--- src/rtl/link_stack_pkg.sv ---
// Shared CPU package: the default return-address stack depth and the address type
// used by the ID-stage link logic.
package link_stack_pkg;

  localparam int LINK_STACK_DEPTH = 8;
  localparam int ADDR_WIDTH       = 32;

  typedef logic [ADDR_WIDTH-1:0] addr_t;

endpackage

--- src/rtl/link_stack.sv ---
// Return-address stack for the ID stage: jal/jalr push, jr-through-link pops,
// and the NPC logic reads the predicted target from the top entry.
module link_stack
  import link_stack_pkg::*;
#(
  parameter int WIDTH     = ADDR_WIDTH,
  parameter int DEPTH     = LINK_STACK_DEPTH,
  parameter bit OVERWRITE = 1'b1
) (
  input  logic                   clk,
  input  logic                   rst,
  input  logic                   stall,
  input  logic                   clr,
  input  logic                   push,
  input  logic                   pop,
  input  logic [WIDTH-1:0]       push_addr,
  output logic [WIDTH-1:0]       top_addr,
  output logic                   top_valid,
  output logic [$clog2(DEPTH):0] count,
  output logic                   overflow,
  output logic                   underflow
);

  localparam int PW = $clog2(DEPTH);
  localparam int CW = PW + 1;

  logic [WIDTH-1:0] mem [DEPTH];
  logic [PW-1:0]    ptr;

  logic          do_push;
  logic          do_pop;
  logic          full;
  logic          empty;
  logic          wr_en;
  logic [PW-1:0] wr_idx;
  logic [PW-1:0] ptr_nxt;
  logic [CW-1:0] count_nxt;
  logic          overflow_nxt;
  logic          underflow_nxt;

  // A held or flushed instruction must never touch the stack.
  assign do_push = push & ~stall & ~clr;
  assign do_pop  = pop & ~stall & ~clr;
  assign full    = (count == CW'(DEPTH));
  assign empty   = (count == '0);

  assign top_addr  = mem[ptr];
  assign top_valid = ~empty;

  // A push+pop on a non-empty stack replaces the top in place; on an empty
  // stack it degenerates into a plain push. Pointer arithmetic wraps because
  // DEPTH is a power of two.
  always_comb begin
    wr_en         = 1'b0;
    wr_idx        = ptr;
    ptr_nxt       = ptr;
    count_nxt     = count;
    overflow_nxt  = 1'b0;
    underflow_nxt = 1'b0;
    if (do_push && do_pop && !empty) begin
      wr_en = 1'b1;
    end else if (do_push) begin
      overflow_nxt = full;
      if (!full || OVERWRITE) begin
        wr_en   = 1'b1;
        wr_idx  = ptr + 1'b1;
        ptr_nxt = ptr + 1'b1;
        if (!full) begin
          count_nxt = count + 1'b1;
        end
      end
    end else if (do_pop) begin
      if (empty) begin
        underflow_nxt = 1'b1;
      end else begin
        ptr_nxt   = ptr - 1'b1;
        count_nxt = count - 1'b1;
      end
    end
  end

  // Every entry is cleared on reset so the stale top is well defined.
  always_ff @(posedge clk or negedge rst) begin
    if (!rst) begin
      for (int i = 0; i < DEPTH; i++) begin
        mem[i] <= '0;
      end
      ptr       <= '0;
      count     <= '0;
      overflow  <= 1'b0;
      underflow <= 1'b0;
    end else begin
      if (wr_en) begin
        mem[wr_idx] <= push_addr;
      end
      ptr       <= ptr_nxt;
      count     <= count_nxt;
      overflow  <= overflow_nxt;
      underflow <= underflow_nxt;
    end
  end

endmodule

--- config.mk ---
export PLATFORM = sky130hd
export DESIGN_NAME = link_stack
export DESIGN_NICKNAME = d
export VERILOG_FILES = /design/src/rtl/link_stack_pkg.sv /design/src/rtl/link_stack.sv
export SDC_FILE = /design/constraint.sdc
export NUM_CORES = 1
export LEC_CHECK = 0
export BUFFER_PORTS_ARGS = -buffer_cell sky130_fd_sc_hd__buf_2
export CORE_MARGIN = 4
export CORE_UTILIZATION = 50
export DETAILED_ROUTE_END_ITERATION = 10
export PLACE_DENSITY = 0.68
export SLEW_MARGIN = 5
export SYNTH_ARGS = -nofsm -noshare
export SYNTH_HDL_FRONTEND = slang
export SYNTH_SLANG_ARGS = --single-unit
--- constraint.sdc ---
create_clock -name clk -period 4.4 [get_ports clk]
set_clock_uncertainty 0.15 [all_clocks]
set_input_delay 0.88 -clock clk [delete_from_list [all_inputs] [get_ports clk]]
set_output_delay 0.88 -clock clk [all_outputs]
set_load 0.02 [all_outputs]
==> out/metrics.yaml <==
global_routing:
  overflow: 0
  grt_start_max_net_pins: 122
  grt_pass1_vias: 7745
  grt_pass1_wl_um: 43840
  grt_use_total_pct: 19.30
  antenna_found_initial: 0
cts:
  tritoncts: "built"
  cts_resized: 0
  cts-htree-levels: 1
  clk_pin_slew_ns: 0.06
  numCtsBuffers: 29
  clock_sinks: 265
  cts_max_path_buffers: 3
  cts_root_buf: "clkbuf_16"
  worstSkewPairLatency_ns: 0.53
  ctsHoldBuffers: 0
  cts_setup_buffers: 0
floorplan:
  die_width_um: 167.5
  core_um2: 25110
  fp-row-count: 58
  ios: 77
  die_height_um: 167.5
  initial_utilization_pct: 50.64
  dieArea_um2: 28040
synth:
  netlist.area_leader.share_pct: 52.16
  synth.net_count: 775
  synth_edf_count: 0
  ys_top_cells_by_area: "dfrtp_1 52%, mux2_2 15%, mux2_4 14%"
  synth_common_cells: "265 x dfrtp_1, 164 x mux2_2, 120 x mux2_4, 64 x mux4_2, 22 x buf_6"
  synth_mux_area_share_pct: 40.63
  synthSimpleGateAreaFrac_pct: 1.683
  syn_inst: 732
  synthAdderAreaFrac_pct: 0.5511
  yosys.cell_count.top_type: "dfrtp_1"
  synth_cell_types: 43
  postSynthAreaPerCell_um2: 17.37
  yosysTopAreaCell: "dfrtp_1"
  synth_top_family_by_area: "multiplexers"
  synth_compound_area_share_pct: 1.368
  synth_xor_area_share_pct: 0.6101
  ys_warn_count: 0
  ys_async_sr_fraction_pct: 100.0
  ys_seq_area_share_pct: 52.16
  synth_area_um2: 12710
  ys_ff_latch: 265
  synthFlopType: "dfrtp_1"
worst_setup_path:
  r2r-start: "count[1]"
  cp_max_fo: 36
  critPathRequiredTime_ns: 3.37
  worstSetupEndpointType: "primary output"
  cp-start-kind: "flip-flop"
  ff2ff_path_depth: 7
  arrival_ns: 2.71
  r2r-end: "mem[199]"
  regToRegSetupSlack_ns: 1.07
  path_class: "reg -> out"
routing:
  detail-route-antenna-nets: 0
  drt_pass1_iterations: 4
  drt_wl_total_um: 26740
  wl_per_cell_um: 23.01
  drcViolationCount: 0
  initialDrtViolationCount: 335
  vias_per_cell: 5.777
  num_vias: 6713
min_path:
  hp-class: "in -> async"
power_and_ir_drop:
  power.density_nw_per_um2: 777.8
  p_clk_share_pct: 23.2
  ir_worst_vdd_mv: 0.3937
  switchingPower_mw: 3.490
  leakage_nw: 6.785
  p_comb_share_pct: 39.4
  p_sw_share_pct: 31.04
  seqPwrFrac_pct: 37.4
  internal_power_mw: 7.754
final_layout:
  seq_area_um2: 6638
  final_layout_size_suffix_gt1_share_pct: 61.78
  multi_input_area_um2: 5732
  diodes: 0
  syn_to_final_growth_pct: 13.71
  layout.cells.non_filler: 1162
  nFillCells: 1935
  nNetsFinal: 854
timing:
  finalSetupViolCount: 0
  final.min_clock_period_ns: 3.738
  finalCritPeriodShare_pct: 84.96
  setup_tns_ns: 0
  max_slew_margin_pct: 23.73
  drv_slew: 0
  rsz0062_at_grt: "no"
  hold_violations: 0
  fmax_mhz: 267.5
  worst_pin_slew_ns: 1.144
  hold_ws_ns: 0.3277
place:
  portBuffers: 76
  place_inst: 1110
  place_hpwl_um: 16310
  gp_congestion: 0.7267
flow_run:
  cap_violations: 0
outcome:
  status: "finished, final reports clean"
-- cell families (layout without fill, tap and decap cells) --
family | Yosys count | after routing
multiplexers | 355 | 355
XOR/XNOR | 8 | 8
adder cells (fa/ha/maj) | 5 | 5
AO/OA/AOI/OAI | 18 | 18
AND/OR/NAND/NOR | 30 | 30
flip-flops | 265 | 265
buffers and inverters | 51 | 151
-- worst max-delay path by stage --
stage                     cells past startpoint  slack [ns]  startpoint           end
after global placement                        7        0.88       stall      mem[198]
after global routing                          4        0.51      ptr[0]   top_addr[4]
final                                         4        0.66      ptr[0]  top_addr[11]
after floorplan                               5        1.49      ptr[0]  top_addr[10]
after detailed placement                      7        0.78       stall      mem[199]
after CTS                                     4        0.60      ptr[0]   top_addr[4]
-- through the flow --
| stage | power [mW] | instance area, um2 | setup slack, ns | util, % |
|---|---|---|---|---|
| after global routing | 11.87 | 14460 | 0.5144 | 57.58 |
| after floorplan | 7.517 | 12710 | 1.488 | - |
| final | 11.24 | 14460 | 0.6617 | 57.58 |
| after detailed placement | 8.710 | 13420 | 0.7800 | 53.44 |
| after CTS | 11.39 | 14460 | 0.5983 | 57.58 |
| after global placement | 8.483 | 13420 | 0.8760 | 53.44 |
-- critical path, stage by stage (launching register included) --
cell and delay, ns:
dfrtp_4 0.44, buf_4 0.61, mux4_2 0.60, mux2_2 0.32, buf_2 0.17
-- state kept, by name, summed over array words and instances (netlist names) --
name	count
underflow	1
overflow	1
count	4
ptr	3
mem	256
-- area by class of cell --
type | count | area share [%]
Clock inverter | 11 | 1.445
Multi-Input combinational cell | 416 | 39.65
Sequential cell | 265 | 45.91
Clock buffer | 41 | 5.746
Tap cell | 330 | 2.856
Timing Repair Buffer | 95 | 4.293
Inverter | 4 | 0.1039
-- power groups by stage --
stage,clock [mW],combinational (mW),sequential [mW]
6_report,2.61,4.43,4.21
4_1_cts,2.67,4.51,4.21
3_5_place_dp,0,4.48,4.23
2_1_floorplan,0,3.55,3.96
5_1_grt,2.78,4.75,4.33
3_3_place_gp,0,4.36,4.12
-- routing by layer --
metal / vias to the layer above / wire length, um / track usage, % / part of all wire, %
li1: 2888 / - / - / -
met5: - / 0 / 0 / 0
met1: 3662 / 11800 / 26.50 / 44
met2: 124 / 13610 / 33.31 / 51
met3: 39 / 839 / 2.691 / 3.1
met4: 0 / 484 / 3.987 / 1.8
-- cells in the final DEF (no fill, tap or decap), types with 7 or more instances in the layout --
cell,instances
mux4_2,64
buf_4,12
buf_12,7
mux2_2,164
dfrtp_1,262
mux2_4,120
clkbuf_16,29
buf_2,75
Power figures use the tool's default switching activity.
